$ cat src/rtl/cnn_ctrl_pkg.sv
// Shared state encoding and default stage/timing parameters for the CNN stage sequencer.
package cnn_ctrl_pkg;

  typedef enum logic [2:0] {
    ST_IDLE      = 3'd0,
    ST_SETTLE    = 3'd1,
    ST_RUN       = 3'd2,
    ST_WAIT_DONE = 3'd3,
    ST_FINISH    = 3'd4,
    ST_ERROR     = 3'd5
  } state_e;

  localparam int unsigned DEF_NUM_STAGES     = 4;
  localparam int unsigned DEF_SETTLE_CYCLES  = 4;
  localparam int unsigned DEF_TIMEOUT_CYCLES = 255;
  localparam bit          DEF_RETAIN_LAST    = 1'b1;

  function automatic int unsigned max_u(input int unsigned a, input int unsigned b);
    return (a > b) ? a : b;
  endfunction

endpackage

$ cat src/rtl/cnn_stage_timer.sv
// Clear/enable up-counter with a terminal-count flag; shared by the settle wait and the done timeout.
module cnn_stage_timer #(
  parameter int unsigned CW = 8
) (
  input  logic          clk_i,
  input  logic          rst_n_i,
  input  logic          clr_i,
  input  logic          en_i,
  input  logic [CW-1:0] tc_val_i,
  output logic          tc_o
);

  logic [CW-1:0] cnt_q, cnt_d;

  // Saturates at all-ones so a long stall can never wrap back into a false terminal count.
  always_comb begin
    cnt_d = cnt_q;
    if (clr_i) begin
      cnt_d = '0;
    end else if (en_i && (cnt_q != '1)) begin
      cnt_d = cnt_q + CW'(1);
    end
  end

  always_ff @(posedge clk_i or negedge rst_n_i) begin
    if (!rst_n_i) begin
      cnt_q <= '0;
    end else begin
      cnt_q <= cnt_d;
    end
  end

  assign tc_o = (cnt_q == tc_val_i);

endmodule

$ cat src/rtl/cnn_stage_sequencer.sv
// Sequences CNN layer stages one at a time: power up, settle, clock, start, wait done, gate clock.
//
// state     | meaning
// ----------+----------------------------------------------------------
// IDLE      | waiting for host start; last stage may still be retained
// SETTLE    | current stage powered, waiting for supply to settle
// RUN       | one cycle with stage_start high
// WAIT_DONE | waiting for stage_done of current stage, timeout armed
// FINISH    | one cycle before the done pulse and power-down
// ERROR     | timeout seen; outputs held until start or abort
module cnn_stage_sequencer
  import cnn_ctrl_pkg::*;
#(
  parameter int unsigned NUM_STAGES     = DEF_NUM_STAGES,
  parameter int unsigned SETTLE_CYCLES  = DEF_SETTLE_CYCLES,
  parameter int unsigned TIMEOUT_CYCLES = DEF_TIMEOUT_CYCLES,
  parameter bit          RETAIN_LAST    = DEF_RETAIN_LAST,
  localparam int unsigned SW = $clog2(NUM_STAGES)
) (
  input  logic                  clk_i,
  input  logic                  rst_n_i,
  input  logic                  start_i,
  input  logic                  abort_i,
  input  logic [NUM_STAGES-1:0] stage_done_i,
  output logic [NUM_STAGES-1:0] stage_pwr_en_o,
  output logic [NUM_STAGES-1:0] stage_clk_en_o,
  output logic [NUM_STAGES-1:0] stage_start_o,
  output logic [SW-1:0]         cur_stage_o,
  output logic                  busy_o,
  output logic                  done_o,
  output logic                  error_o,
  output logic [SW-1:0]         err_stage_o
);

  localparam int unsigned CW = $clog2(max_u(SETTLE_CYCLES, TIMEOUT_CYCLES) + 1);
  localparam logic [CW-1:0] SETTLE_TC  = CW'(SETTLE_CYCLES - 1);
  localparam logic [CW-1:0] TIMEOUT_TC = CW'(TIMEOUT_CYCLES - 1);
  localparam logic [NUM_STAGES-1:0] FIRST_OH = NUM_STAGES'(1);
  localparam logic [NUM_STAGES-1:0] LAST_OH  = FIRST_OH << (NUM_STAGES - 1);

  state_e                state_q, state_d;
  logic [SW-1:0]         cur_q, cur_d;
  logic [NUM_STAGES-1:0] pwr_q, pwr_d, clk_q, clk_d, start_q, start_d;
  logic                  busy_q, busy_d, done_q, done_d, error_q, error_d;
  logic [SW-1:0]         err_stage_q, err_stage_d;

  logic                  tmr_clr, tmr_en, tmr_tc;
  logic [CW-1:0]         tmr_tc_val;
  logic [NUM_STAGES-1:0] cur_oh, nxt_oh, prv_oh;
  logic                  is_last;

  // One-hot decode of the active stage and its neighbours; prv_oh is naturally 0 for stage 0.
  assign cur_oh  = FIRST_OH << cur_q;
  assign nxt_oh  = cur_oh << 1;
  assign prv_oh  = cur_oh >> 1;
  assign is_last = (cur_q == SW'(NUM_STAGES - 1));

  assign tmr_en     = (state_q == ST_SETTLE) || (state_q == ST_WAIT_DONE);
  assign tmr_tc_val = (state_q == ST_WAIT_DONE) ? TIMEOUT_TC : SETTLE_TC;

  cnn_stage_timer #(.CW(CW)) u_timer (
    .clk_i    (clk_i),
    .rst_n_i  (rst_n_i),
    .clr_i    (tmr_clr),
    .en_i     (tmr_en),
    .tc_val_i (tmr_tc_val),
    .tc_o     (tmr_tc)
  );

  always_comb begin
    state_d     = state_q;
    cur_d       = cur_q;
    pwr_d       = pwr_q;
    clk_d       = clk_q;
    start_d     = '0;
    busy_d      = busy_q;
    done_d      = 1'b0;
    error_d     = error_q;
    err_stage_d = err_stage_q;
    tmr_clr     = 1'b0;

    if (abort_i && (state_q != ST_IDLE)) begin
      state_d     = ST_IDLE;
      pwr_d       = '0;
      clk_d       = '0;
      busy_d      = 1'b0;
      error_d     = 1'b0;
      err_stage_d = '0;
      tmr_clr     = 1'b1;
    end else begin
      case (state_q)
        ST_IDLE, ST_ERROR: begin
          if (start_i) begin
            state_d     = ST_SETTLE;
            cur_d       = '0;
            pwr_d       = FIRST_OH;
            clk_d       = '0;
            busy_d      = 1'b1;
            error_d     = 1'b0;
            err_stage_d = '0;
            tmr_clr     = 1'b1;
          end
        end
        ST_SETTLE: begin
          if (tmr_tc) begin
            clk_d   = clk_q | cur_oh;
            start_d = cur_oh;
            state_d = ST_RUN;
          end
        end
        ST_RUN: begin
          tmr_clr = 1'b1;
          state_d = ST_WAIT_DONE;
        end
        ST_WAIT_DONE: begin
          // Done wins over a coincident timeout.
          if (stage_done_i[cur_q]) begin
            clk_d   = clk_q & ~cur_oh;
            tmr_clr = 1'b1;
            if (is_last) begin
              state_d = ST_FINISH;
            end else begin
              pwr_d   = (pwr_q | nxt_oh) & ~prv_oh;
              cur_d   = cur_q + SW'(1);
              state_d = ST_SETTLE;
            end
          end else if (tmr_tc) begin
            clk_d       = '0;
            pwr_d       = '0;
            error_d     = 1'b1;
            err_stage_d = cur_q;
            busy_d      = 1'b0;
            state_d     = ST_ERROR;
          end
        end
        ST_FINISH: begin
          done_d  = 1'b1;
          busy_d  = 1'b0;
          pwr_d   = RETAIN_LAST ? (pwr_q & LAST_OH) : '0;
          state_d = ST_IDLE;
        end
        default: state_d = ST_IDLE;
      endcase
    end
  end

  always_ff @(posedge clk_i or negedge rst_n_i) begin
    if (!rst_n_i) begin
      state_q     <= ST_IDLE;
      cur_q       <= '0;
      pwr_q       <= '0;
      clk_q       <= '0;
      start_q     <= '0;
      busy_q      <= 1'b0;
      done_q      <= 1'b0;
      error_q     <= 1'b0;
      err_stage_q <= '0;
    end else begin
      state_q     <= state_d;
      cur_q       <= cur_d;
      pwr_q       <= pwr_d;
      clk_q       <= clk_d;
      start_q     <= start_d;
      busy_q      <= busy_d;
      done_q      <= done_d;
      error_q     <= error_d;
      err_stage_q <= err_stage_d;
    end
  end

  assign stage_pwr_en_o = pwr_q;
  assign stage_clk_en_o = clk_q;
  assign stage_start_o  = start_q;
  assign cur_stage_o    = cur_q;
  assign busy_o         = busy_q;
  assign done_o         = done_q;
  assign error_o        = error_q;
  assign err_stage_o    = err_stage_q;

endmodule

$ cat config.mk
export PLATFORM = sky130hd
export DESIGN_NAME = cnn_stage_sequencer
export DESIGN_NICKNAME = d
export VERILOG_FILES = /design/src/rtl/cnn_ctrl_pkg.sv /design/src/rtl/cnn_stage_timer.sv /design/src/rtl/cnn_stage_sequencer.sv
export SDC_FILE = /design/constraint.sdc
export NUM_CORES = 1
export LEC_CHECK = 0
export BUFFER_PORTS_ARGS = -buffer_cell sky130_fd_sc_hd__buf_2
export CAP_MARGIN = 0
export CORE_UTILIZATION = 45
export DETAILED_ROUTE_END_ITERATION = 8
export HOLD_SLACK_MARGIN = 0.15
export PLACE_DENSITY = 0.65
export SYNTH_ARGS = -nofsm -noshare
export SYNTH_HDL_FRONTEND = slang
export SYNTH_SLANG_ARGS = --single-unit
$ cat constraint.sdc
create_clock -name clk_i -period 2.8 [get_ports clk_i]
set_input_delay 0.56 -clock clk_i [delete_from_list [all_inputs] [get_ports clk_i]]
set_output_delay 0.56 -clock clk_i [all_outputs]
set_load 0.05 [all_outputs]
---- Yosys cells after proc, flatten, opt, wreduce, memory -nomap -nowiden ----
Cells that the tools add are included.
word-level totals
  register bits ........................... 30
  input bits .............................. 8
  output and inout port bits .............. 19
  logic and storage cells ................. 108
cells by class
  $add $sub $neg .......................... 2
  order comparisons ....................... 1
  equal/unequal tests ..................... 18
  shifts and indexed selects .............. 1
  mux-type cells .......................... 50
  bitwise gates (word level) .............. 7
  reductions and logical operators ........ 18
operators by type and width
  kind                   count
  $mux W4                12
  $mux W8                3
  $pmux W4 S3            2
  $mux W3                6
  $reduce_and A4 Y1      4
  $mux W1                14
  $mux W2                6
  $pmux W3 S4            1
  $reduce_and A5 Y1      2
  $add A8 B1 Y8 const B  1
  $and A4 B4 Y4          2
  $eq A8 B8 Y1           1
  $ne A8 B8 Y1 const B   1
  $or A4 B4 Y4           2
  $pmux W2 S2            2
  $reduce_bool A4 Y1     2
  $eq A3 B2 Y1 const B   2
  $eq A3 B3 Y1 const B   2
  $ne A2 B2 Y1 const B   3
  $ne A3 B2 Y1 const B   2
  $ne A3 B3 Y1 const B   2
  $pmux W1 S3            2
  $reduce_bool A3 Y1     2
  $ne A4 B2 Y1 const B   1
  18 further kinds       20

---- Depth between registers and ports, before layout ----
Gate-level depths: netlist of run 1.
  depth in word-level cells ............... 7
  gate-level depth with buffers ........... 7

---- Hierarchy ----
From an unflattened synthesis of run 1, not the netlist that was laid out.
unflattened totals
  cells, all modules ...................... 214
  area total of the unflattened synthesis .. 2060.7 um^2
by module, submodules not included
  module               instances  cells an instance  area an instance (um^2)  seq. area each (um^2)
  cnn_stage_sequencer  1          154                1452.6                   550.5
  cnn_stage_timer      1          60                 608.1                    200.2

---- Worst setup path before layout of run 1 ----
No wires, ideal clock.
  path type ............................... register to register
  from .................................... register cur_q[0] (netlist: cur_stage_o[0])
  to ...................................... register clk_q[3] (netlist: stage_clk_en_o[3])
  library setup time ...................... 0.124 ns
  arrival time ............................ 2.262 ns
  data required time ...................... 2.676 ns
  setup slack ............................. 0.414 ns
  stages on the path, launching flop included .. 8
  buffers on the path ..................... 2
  path through ............................ dfrtp_1 buf_2 mux4_2 buf_2 and2_1 o21bai_1 a21oi_1 a211o_1
between the ends
  cells in the longest elaborated chain, start to end .. 6
RTL lines
  what                                                             RTL line                    text
  from (decl)                                                      cnn_stage_sequencer.sv:42   logic [SW-1:0] cur_q, cur_d;
  from (signal assigned)                                           cnn_stage_sequencer.sv:160  cur_q <= cur_d;
  parallel branches: the longest is 6 deep, another holds $mux W4  --
  to (signal assigned)                                             cnn_stage_sequencer.sv:162  clk_q <= clk_d;
  to (decl)                                                        cnn_stage_sequencer.sv:43   logic [NUM_STAGES-1:0] pwr_q, pwr_d, clk_q, clk_d, start_q, start_d;
Parallel ways; which one is timed is not known. The select of a mux whose other input is x is not followed.
A chain may end at the register's enable or synchronous reset.

---- Worst setup path after layout of run 1 ----
  from .................................... register cur_q[0] (netlist: cur_stage_o[0])
  to ...................................... register state_q[2]
between the ends
  cells in the longest elaborated chain, start to end .. 5
RTL lines
  what                                                      RTL line                                                text
  $bmux W1 S2 or $eq A2 B2 Y1 (tied branches)               cnn_stage_sequencer.sv:117, cnn_stage_sequencer.sv:56
  $mux W1 (not written as such) or $mux W3 (tied branches)  cnn_stage_sequencer.sv:117, cnn_stage_sequencer.sv:120
  $mux W3                                                   cnn_stage_sequencer.sv:117                              if (stage_done_i[cur_q]) begin
  $pmux W3 S4                                               cnn_stage_sequencer.sv:91                               case (state_q)
  $mux W3                                                   cnn_stage_sequencer.sv:82                               if (abort_i && (state_q != ST_IDLE)) begin
  to (signal assigned)                                      cnn_stage_sequencer.sv:159                              state_q <= state_d;
  to (decl)                                                 cnn_stage_sequencer.sv:41                               state_e state_q, state_d;
Several ways; a longest one is shown, not always the timed one. The select of a mux whose other input is x is not followed.

==> out/results.ini, run 1 <==
[status]
status=complete, no violations

[sta]
fin_tns_setup_ps=0
relSlewSlack_pct=54.8
clock_skew_ps=6.76
hold_viol=0
worst_slew_pin_slew_ps=678
fmax_mhz=415
setup_viol=0
period_share_pct=86.0
min_period_ps=2410
rsz0062_at_grt=false
slew_violations=0

[logic_synthesis]
ys_types=51
synth_ff_type=dfrtp_1
async_flop_share_pct=100
syn_inst=196
syn-cell-area_sq_um=1800
synthAdderAreaFrac_pct=3.48
syn_nets=209
ys_warn_count=0
yosysSeqAreaShare_pct=41.8
synth-simple-area-share_pct=24.5
synth-xor-area-share_pct=2.93
muxShareOfSynthArea_pct=4.32
synth_top_family_by_area=simple AND/OR/NAND/NOR gates
avgSynthCellArea_sq_um=9.16
synth-compound-area-share_pct=18.0
synth_edf_count=0
ys_seq_elements=30

[pwr]
power_mw=1.42
switching_power_mw=0.562
power_density_nw_per_um2=690
pwr-share-seq_pct=38.1
pwr-share-comb_pct=36.8
p_leak_nw=0.995
p_int_mw=0.855
sw_frac_of_total_pct=39.6
p_clk_share_pct=25.1
vdd_drop_max_v=0.000444

[grt]
grt_overflow=0
antenna_found_initial=0
track_usage_pct=21.4
grt_max_degree=31
grt_first_pass_wirelength_um=6780
grt_pass1_vias=1467

[setup_path]
crit_required_ps=2970
r2r-start=cur_stage_o[0]
endpoint_kind=flip-flop
arrival_ps=2580
start_kind=flip-flop
criticalPathCategory=flip-flop to flip-flop
startpoint=cur_stage_o[0]
cp_max_fo=13

[finish]
multiInputGateArea_sq_um=956
antennaDiodeCount=0
fin_nets=235
drive_gt1_share_pct=19.3
regArea_sq_um=751
syn2layout_area_growth_pct=14.3
nFillCells=364

[die]
die_y_um=65.2
start_util_pct=48.0
rows=22
io-pin-count=27
dieArea_sq_um=4250
dieWidth_um=65.2
core_area_sq_um=3740

[clock_network]
htreeDepth=2
path_clk_slew_ps=60
worstSkewPairLatency_ps=280
cts_root_buf=clkbuf_8
clockBufferDepth=2
clkSinkCount=30
cts_buffers=5
cts.repair.resized=0
cts_tree=yes
cts_setup_buffers=0
cts_hold_buf=0

[run]
cap_violations=0

[min_path]
min_path_type=input pin to async pin

[placement]
gp_congestion=0.913
dp_hpwl_um=3000
io_buffers=26

[routing]
vias=1520
drt-total-wl_um=4080
vias_per_cell=5.61
initialDrtViolationCount=89
drt_first_pass_iters=5
drc=0
routedWlPerCell_um=15.1
ant_nets=0

[Yosys cell counts (2+ instances only)]
cell type | count | area, sq um
nor3_1 | 6 | 30.0
xnor2_1 | 4 | 35.0
nor2b_1 | 6 | 37.5
a22oi_1 | 2 | 15.0
o31ai_1 | 6 | 45.0
o21ai_0 | 7 | 35.0
ha_1 | 5 | 62.6
o211ai_1 | 3 | 22.5
and2_1 | 6 | 37.5
nand2_1 | 16 | 60.1
a31oi_1 | 2 | 12.5
o2bb2ai_1 | 2 | 17.5
inv_1 | 9 | 33.8
a2111o_1 | 2 | 22.5
o22ai_1 | 2 | 12.5
nand2b_1 | 7 | 43.8
nand3_1 | 6 | 30.0
dfrtp_1 | 30 | 751
o21ai_1 | 4 | 20.0
buf_2 | 5 | 25.0
mux2i_1 | 4 | 40.0
xor2_1 | 2 | 17.5
nand4_1 | 2 | 12.5
clkbuf_1 | 4 | 15.0
nor2_1 | 22 | 82.6
a21oi_1 | 4 | 20.0
nor3b_1 | 2 | 15.0
o21a_1 | 3 | 22.5
[placed cells by master, fill, tap and decap left out, types with 3 or more instances in the layout]
cell type  netlist  layout
o21a_1           3       3
mux2i_1          4       4
o21ai_1          4       4
nand3_1          6       6
nor3_1           6       6
o31ai_1          6       6
buf_2            5      26
o211ai_1         3       3
inv_1            9       9
nand2b_1         7       7
xnor2_1          4       4
nand2_1         16      16
nor2b_1          6       6
clkbuf_8         0       6
ha_1             5       5
nor2_1          22      22
dfrtp_1         30      30
o21ai_0          7       7
and2_1           6       6
a21oi_1          4       4
buf_4            0       4
[area by class of cell]
| cell class | count | area share [%] |
|---|---|---|
| Inverter | 9 | 1.65 |
| Multi-Input combinational cell | 146 | 46.6 |
| Tap cell | 48 | 2.93 |
| Clock buffer | 7 | 4.21 |
| Clock inverter | 1 | 0.244 |
| Timing Repair Buffer | 30 | 7.80 |
| Sequential cell | 30 | 36.6 |
[path summary, 6_finish.rpt]
check	endpoint	slack, ps	cells past startpoint
worst max register to register	state_q[2]	390	4
min in group clk_i	err_stage_o[0]	490	2
worst max-delay path	state_q[2]	390	4
worst min-delay path	u_timer.cnt_q[2]	310	1
max in group asynchronous	stage_clk_en_o[1]	2050	1
worst min register to register	err_stage_o[0]	490	2
[sequential cells by signal, indices dropped and copies added (netlist names)]
signal / flops
state_q: 3
stage_clk_en_o: 4
busy_o: 1
stage_pwr_en_o: 4
error_o: 1
cur_stage_o: 2
err_stage_o: 2
stage_start_o: 4
done_o: 1
u_timer.cnt_q: 8
[critical path, cell delays in order, from the launching register on]
cell	delay, ps
dfrtp_1	560
mux4_2	700
nor2_1	270
a221o_1	420
mux2_4	340
[layer usage]
layer	GRT usage (%)	share of wire, %	up-vias
li1	-	-	751
met2	36.3	50	34
met4	8.70	0.88	0
met3	4.51	3.5	4
met1	26.1	45	731
met5	0	0	-
[logic make-up (layout without fill, tap and decap cells)]
group,Yosys count,count (layout)
simple gates,83,83
xor+xnor,6,6
compound gates,46,46
fa+ha+maj,5,5
flops,30,30
mux,6,6
buf+inv,20,47
[power by group through the flow]
stage,combinational [mW],sequential (mW),clock [mW]
2_1_floorplan,0.330,0.619,0
3_3_place_gp,0.509,0.543,0
3_5_place_dp,0.519,0.546,0
4_1_cts,0.522,0.539,0.364
5_1_grt,0.573,0.546,0.383
6_report,0.521,0.539,0.356
[stage by stage]
step           setup slack [ps]  instances  hold slack (ps)  area (sq um)  utilization [%]
3_3_place_gp                453        263              475          1960             52.4
3_5_place_dp                390        263              476          1960             52.4
5_1_grt                     265        271              367          2050             54.8
4_1_cts                     404        271              335          2050             54.8
2_1_floorplan               414        196              264          1800                -
6_report                    391        271              312          2050             54.8
No activity file was read; power rests on OpenSTA's default activity.
==> run 2: changes to the inputs <==
--- a/config.mk
+++ b/config.mk
@@ -10,7 +10,7 @@
 export CORE_UTILIZATION = 45
 export DETAILED_ROUTE_END_ITERATION = 8
 export HOLD_SLACK_MARGIN = 0.15
-export PLACE_DENSITY = 0.65
+export PLACE_DENSITY = 0.68
 export SYNTH_ARGS = -nofsm -noshare
 export SYNTH_HDL_FRONTEND = slang
 export SYNTH_SLANG_ARGS = --single-unit
==> constraint.sdc (replaced) <==
create_clock -name clk_i -period 2.2 [get_ports clk_i]
set_input_delay 0.44 -clock clk_i [delete_from_list [all_inputs] [get_ports clk_i]]
set_output_delay 0.44 -clock clk_i [all_outputs]
set_load 0.05 [all_outputs]
==> run 2 against run 1 <==
Compared with the run above:
- first-iteration DRC count shrank 30%
- combinational power is 40% higher
- die area did not move
- maximum frequency is 14% higher
- flip-flop and latch count stayed put
- non-clock buffer count increased by 13
- critical path depth rose by 2
- count of clock-buffer cells in the layout unchanged
- setup slack worse by 310 ps
- clock power rose by 27%
==> out/results.ini, run 2 (synthesis results as in run 1) <==
[routing]
routedWlPerCell_um=14.3  ; was 15.1 um
vias_per_cell=5.45  ; was 5.61
ant_nets=0  ; unchanged
vias=1547  ; was 1520
drc=0  ; unchanged
drt_first_pass_iters=4  ; was 5
initialDrtViolationCount=62  ; was 89
drt-total-wl_um=4050  ; was 4080 um

[finish]
layout_common_cells=dfrtp_1 (29), buf_2 (26), nor2_1 (22), buf_4 (17), nand2_1 (16)  ; was dfrtp_1 (30), buf_2 (26), nor2_1 (22), nand2_1 (16), inv_1 (9)
fin_util_pct=57.5  ; was 54.8%
fin_nets=248  ; was 235
regMostFlops=u_timer.cnt_q  ; unchanged
drive_gt1_share_pct=24.2  ; was 19.3%
antennaDiodeCount=0  ; unchanged
largest_reg_flops=8  ; unchanged
syn2layout_area_growth_pct=19.8  ; was 14.3%
mostFrequentLayoutCell=dfrtp_1  ; unchanged

[clock_network]
cts_buffers=5  ; unchanged
clockBufferDepth=2  ; unchanged
cts_hold_buf=0  ; unchanged
worstSkewPairLatency_ps=280  ; about the same
path_clk_slew_ps=60  ; about the same
clkSinkCount=30  ; unchanged
cts_root_buf=clkbuf_8  ; unchanged
cts_tree=yes  ; unchanged
htreeDepth=2  ; unchanged

[sta]
fmax_mhz=472  ; was 415 MHz
min_period_ps=2120  ; was 2410 ps
setup_viol=0  ; unchanged
slew_violations=0  ; unchanged
hold_viol=0  ; unchanged
relSlewSlack_pct=56.1  ; was 54.8%
worst_slew_pin_slew_ps=658  ; was 678 ps
fin_tns_setup_ps=0  ; unchanged
setup_ws_ps=82.1  ; was 391 ps
clock_skew_ps=5.61  ; was 6.76 ps
holdWs_ps=187  ; was 312 ps
period_share_pct=96.3  ; was 86.0%

[setup_path]
r2r_slack_ps=80  ; was 390 ps
r2r-end=stage_clk_en_o[1]  ; was state_q[2]
endpoint_kind=flip-flop  ; unchanged
start_kind=flip-flop  ; unchanged
criticalPathCategory=flip-flop to flip-flop  ; unchanged
arrival_ps=2280  ; was 2580 ps
cp_max_fo=6  ; was 13
crit_required_ps=2360  ; was 2970 ps
r2r_cells=6  ; was 4
r2r-start=u_timer.cnt_q[5]  ; was cur_stage_o[0]

[pwr]
power_mw=1.84  ; was 1.42 mW
power_density_nw_per_um2=855  ; was 690 nW/um^2
p_leak_nw=1.06  ; was 0.995 nW
vdd_drop_max_v=0.000468  ; was 0.000444 V

[run]
cap_violations=0  ; unchanged

[grt]
use_met3_pct=4.69  ; was 4.51%
grt_util_met2_pct=33.8  ; was 36.3%
grt_max_degree=31  ; unchanged
grt_pass1_vias=1437  ; was 1467
track_usage_pct=20.3  ; was 21.4%
antenna_found_initial=0  ; unchanged
grt_overflow=0  ; unchanged
grt-busiest-layer=met2  ; unchanged
grt_first_pass_wirelength_um=6430  ; was 6780 um
use_met1_pct=25.7  ; was 26.1%

[placement]
dp_hpwl_um=2910  ; was 3000 um
io_buffers=26  ; unchanged
dp_slack_ps=80.2  ; was 390 ps
gp_congestion=0.818  ; was 0.913

[die]
io-pin-count=27  ; unchanged
core_area_sq_um=3740  ; unchanged
rows=22  ; unchanged
dieWidth_um=65.2  ; unchanged
dieArea_sq_um=4250  ; unchanged
start_util_pct=48.0  ; unchanged
die_y_um=65.2  ; unchanged

[min_path]
min_path_type=input pin to async pin  ; unchanged

[status]
status=complete, no violations  ; unchanged

==> run 2: cell types whose count changed in the layout (fill, tap and decap cells not counted) <==
cell     previous run  this run
buf_4               4        17
dfrtp_2             0         1
dfrtp_1            30        29
==> run 2: stage by stage <==
step / cell area [sq um] / std cells
after floorplan: 1800 / 196
after global placement: 2030 / 272
after detailed placement: 2030 / 272
after global routing: 2150 / 284
after CTS: 2120 / 280
final: 2150 / 284
==> run 2: cell type report <==
cell class / count / area (sq um)
Timing Repair Buffer: 43 / 258
Clock inverter: 1 / 5.00
Multi-Input combinational cell: 146 / 956
Tap cell: 48 / 60.1
Clock buffer: 7 / 86.3
Inverter: 9 / 33.8
Sequential cell: 30 / 752
Fill cell: 362 / 1590
==> run 2: report_power, final <==
group	internal (mW)	switching (mW)
Clock	0.252	0.200
Sequential	0.614	0.0443
Combinational	0.251	0.477
Total	1.12	0.722
==> run 2: how the worst max path moves through the flow <==
stage	slack (ps)	cells past startpoint	to	startpoint
6_report	80	6	stage_clk_en_o[1]	u_timer.cnt_q[5]
3_3_place_gp	120	6	stage_pwr_en_o[1]	stage_done_i[3]
3_5_place_dp	80	6	stage_clk_en_o[1]	u_timer.cnt_q[4]
2_1_floorplan	10	7	stage_clk_en_o[3]	cur_stage_o[0]
4_1_cts	70	6	stage_clk_en_o[1]	u_timer.cnt_q[4]
5_1_grt	-20	6	stage_clk_en_o[2]	u_timer.cnt_q[5]
==> run 2: timing repair <==
action	in CTS	in global routing
gates resized for setup	0	0
setup buffers	0	4
setup endpoints to repair	0	3
==> run 2: worst max-delay path, cell delays in order (launching register included) <==
cell and delay [ps]:
dfrtp_1 400, nand4_2 150, or4_4 530, a221o_1 420, buf_4 190, o31ai_1 220
o21ai_1 90
==> run 2: per-layer routing <==
layer  share of wire [%]  vias to the layer above
li1                    -                      780
met1                  48                      736
met2                  48                       24
met3                 2.9                        7
met4                 1.2                        0
met5                   0                        -
==> run 3: changes to the inputs <==
==> constraint.sdc (replaced) <==
create_clock -name clk_i -period 2.2 [get_ports clk_i]
set_input_delay 0.44 -clock clk_i [delete_from_list [all_inputs] [get_ports clk_i]]
set_output_delay 0.44 -clock clk_i [all_outputs]
set_load 0.005 [all_outputs]
==> run 3 against run 2 <==
Compared with the run above:
- flip-flop and latch count unchanged
- setup slack worse by 25 ps
- die area unchanged
- power decreased by 6.4%
- cell count shrank 0.35%
- register-to-register slack lost 30 ps
- critical path type unchanged
==> out/results.ini, run 3 (synthesis results as in run 1) <==
[status]
status=complete, no violations  ; unchanged

[setup_path]
crit_required_ps=2360  ; about the same
r2r_slack_ps=60  ; was 80 ps
cpPeakStageDelay_ps=540  ; was 530 ps
critPathSlowestCell=or4_4  ; unchanged
path_cells=nand4_2, or4_4, a221o_1, buf_6, o31ai_1, o21ai_1  ; was nand4_2, or4_4, a221o_1, buf_4, o31ai_1, o21ai_1
start_kind=flip-flop  ; unchanged
r2r-end=stage_clk_en_o[0]  ; was stage_clk_en_o[1]
criticalPathCategory=flip-flop to flip-flop  ; unchanged
startpoint=u_timer.cnt_q[4]  ; was u_timer.cnt_q[5]
r2r-start=u_timer.cnt_q[4]  ; was u_timer.cnt_q[5]
arrival_ps=2300  ; was 2280 ps
cp_max_fo=7  ; was 6
setup.worst_path.end=stage_clk_en_o[0]  ; was stage_clk_en_o[1]
r2r_cells=6  ; unchanged
endpoint_kind=flip-flop  ; unchanged

[die]
core_area_sq_um=3740  ; unchanged
dieArea_sq_um=4250  ; unchanged
dieWidth_um=65.2  ; unchanged
rows=22  ; unchanged
die_y_um=65.2  ; unchanged
io-pin-count=27  ; unchanged
start_util_pct=48.0  ; unchanged

[finish]
mostFrequentLayoutCell=dfrtp_1  ; unchanged
fin_util_pct=57.5  ; about the same
fin_nets=247  ; was 248
antennaDiodeCount=0  ; unchanged
regArea_sq_um=752  ; unchanged
largest_reg_flops=8  ; unchanged
syn2layout_area_growth_pct=19.9  ; was 19.8%
layout_common_cells=dfrtp_1 (29), buf_2 (26), nor2_1 (22), nand2_1 (16), buf_4 (15)  ; was dfrtp_1 (29), buf_2 (26), nor2_1 (22), buf_4 (17), nand2_1 (16)
multiInputGateArea_sq_um=961  ; was 956 sq um
final_cells=283  ; was 284
drive_gt1_share_pct=24.3  ; was 24.2%
regMostFlops=u_timer.cnt_q  ; unchanged
nFillCells=344  ; was 362

[clock_network]
cts_hold_buf=0  ; unchanged
path_clk_slew_ps=70  ; was 60 ps
clockBufferDepth=2  ; unchanged
worstSkewPairLatency_ps=280  ; about the same
cts_root_buf=clkbuf_8  ; unchanged
clkSinkCount=30  ; unchanged
cts_tree=yes  ; unchanged
htreeDepth=2  ; unchanged
cts_buffers=5  ; unchanged

[sta]
fmax_mhz=467  ; was 472 MHz
relSlewSlack_pct=56.1  ; about the same
period_share_pct=97.4  ; was 96.3%
hold_viol=0  ; unchanged
min_period_ps=2140  ; was 2120 ps
worst_slew_pin_slew_ps=658  ; about the same
clock_skew_ps=9.76  ; was 5.61 ps
slew_violations=0  ; unchanged
fin_tns_setup_ps=0  ; unchanged
holdWs_ps=181  ; was 187 ps
rsz0062_at_grt=false
setup_viol=0  ; unchanged

[grt]
grt_overflow=0  ; unchanged
grt_pass1_vias=1477  ; was 1437
grt_first_pass_wirelength_um=7010  ; was 6430 um
track_usage_pct=22.1  ; was 20.3%
antenna_found_initial=0  ; unchanged
grt_max_degree=31  ; unchanged

[routing]
initialDrtViolationCount=90  ; was 62
routedWlPerCell_um=14.4  ; was 14.3 um
vias=1560  ; was 1547
drt_first_pass_iters=4  ; unchanged
vias_per_cell=5.51  ; was 5.45
drc=0  ; unchanged
drt-total-wl_um=4080  ; was 4050 um
ant_nets=0  ; unchanged

[placement]
gp_congestion=0.891  ; was 0.818
dpl.cell_count=272  ; unchanged
io_buffers=26  ; unchanged
dp_hpwl_um=2980  ; was 2910 um

[pwr]
vdd_drop_max_v=0.000523  ; was 0.000468 V
p_leak_nw=1.05  ; was 1.06 nW
power_density_nw_per_um2=800  ; was 855 nW/um^2

[min_path]
min_path_type=input pin to async pin  ; unchanged

[run]
cap_violations=0  ; unchanged

## run 3: report_power, final
part / switching [mW] / leakage (nW) / internal [mW] / total [mW]
Clock: 0.205 / 0.0482 / 0.252 / 0.457
Combinational: 0.348 / 0.598 / 0.255 / 0.603
Sequential: 0.0473 / 0.407 / 0.614 / 0.661
## run 3: worst max-delay path: cells and delay by family (launching register included)
| family | cells | cell delay, ps |
|---|---|---|
| simple gates | 2 | 690 |
| flops | 1 | 420 |
| buf+inv | 1 | 160 |
| compound gates | 3 | 750 |
## run 3: layout make-up
class / count / area share (%)
clock buffers: 7 / 4.01
clock inverters: 1 / 0.233
inverters: 9 / 1.57
multi-input cells: 146 / 44.7
flip-flops and latches: 30 / 34.9
well taps: 48 / 2.79
repair buffers: 42 / 11.8
## run 3: what timing repair did
action | 4_1_cts | 5_1_grt
buffers inserted | 0 | 3
endpoints found under the setup margin | 0 | 3
resized for setup | 0 | 3
endpoints found under the hold margin | 0 | 0
## run 3: layer usage
metal  routed length [um]  GRT usage (%)  vias to the layer above
li1                     -              -                      773
met1                 1890           27.6                      741
met2                 1950           34.8                       37
met3                  143           6.60                        9
met4                   97           10.3                        0
met5                    0              0                        -
## run 3: through the flow
| step | cell area, sq um | power [mW] | setup slack, ps |
|---|---|---|---|
| global route | 2150 | 1.84 | 0.873 |
| global placement | 2030 | 1.25 | 128 |
| CTS | 2120 | 1.71 | 34.9 |
| finish | 2150 | 1.72 | 57.0 |
| detailed placement | 2030 | 1.25 | 44.4 |
| floorplan | 1800 | 1.08 | 160 |
## run 3: how the worst min path moves through the flow
| stage | start | to | slack (ps) | depth (start not counted) |
|---|---|---|---|---|
| 3_5_place_dp | err_stage_o[0] | err_stage_o[0] | 480 | 2 |
| 5_1_grt | rst_n_i | stage_start_o[1] | 250 | 1 |
| 6_report | rst_n_i | stage_start_o[1] | 180 | 1 |
| 2_1_floorplan | rst_n_i | busy_o | 140 | 0 |
| 3_3_place_gp | err_stage_o[0] | err_stage_o[0] | 480 | 2 |
| 4_1_cts | rst_n_i | stage_start_o[1] | 210 | 1 |
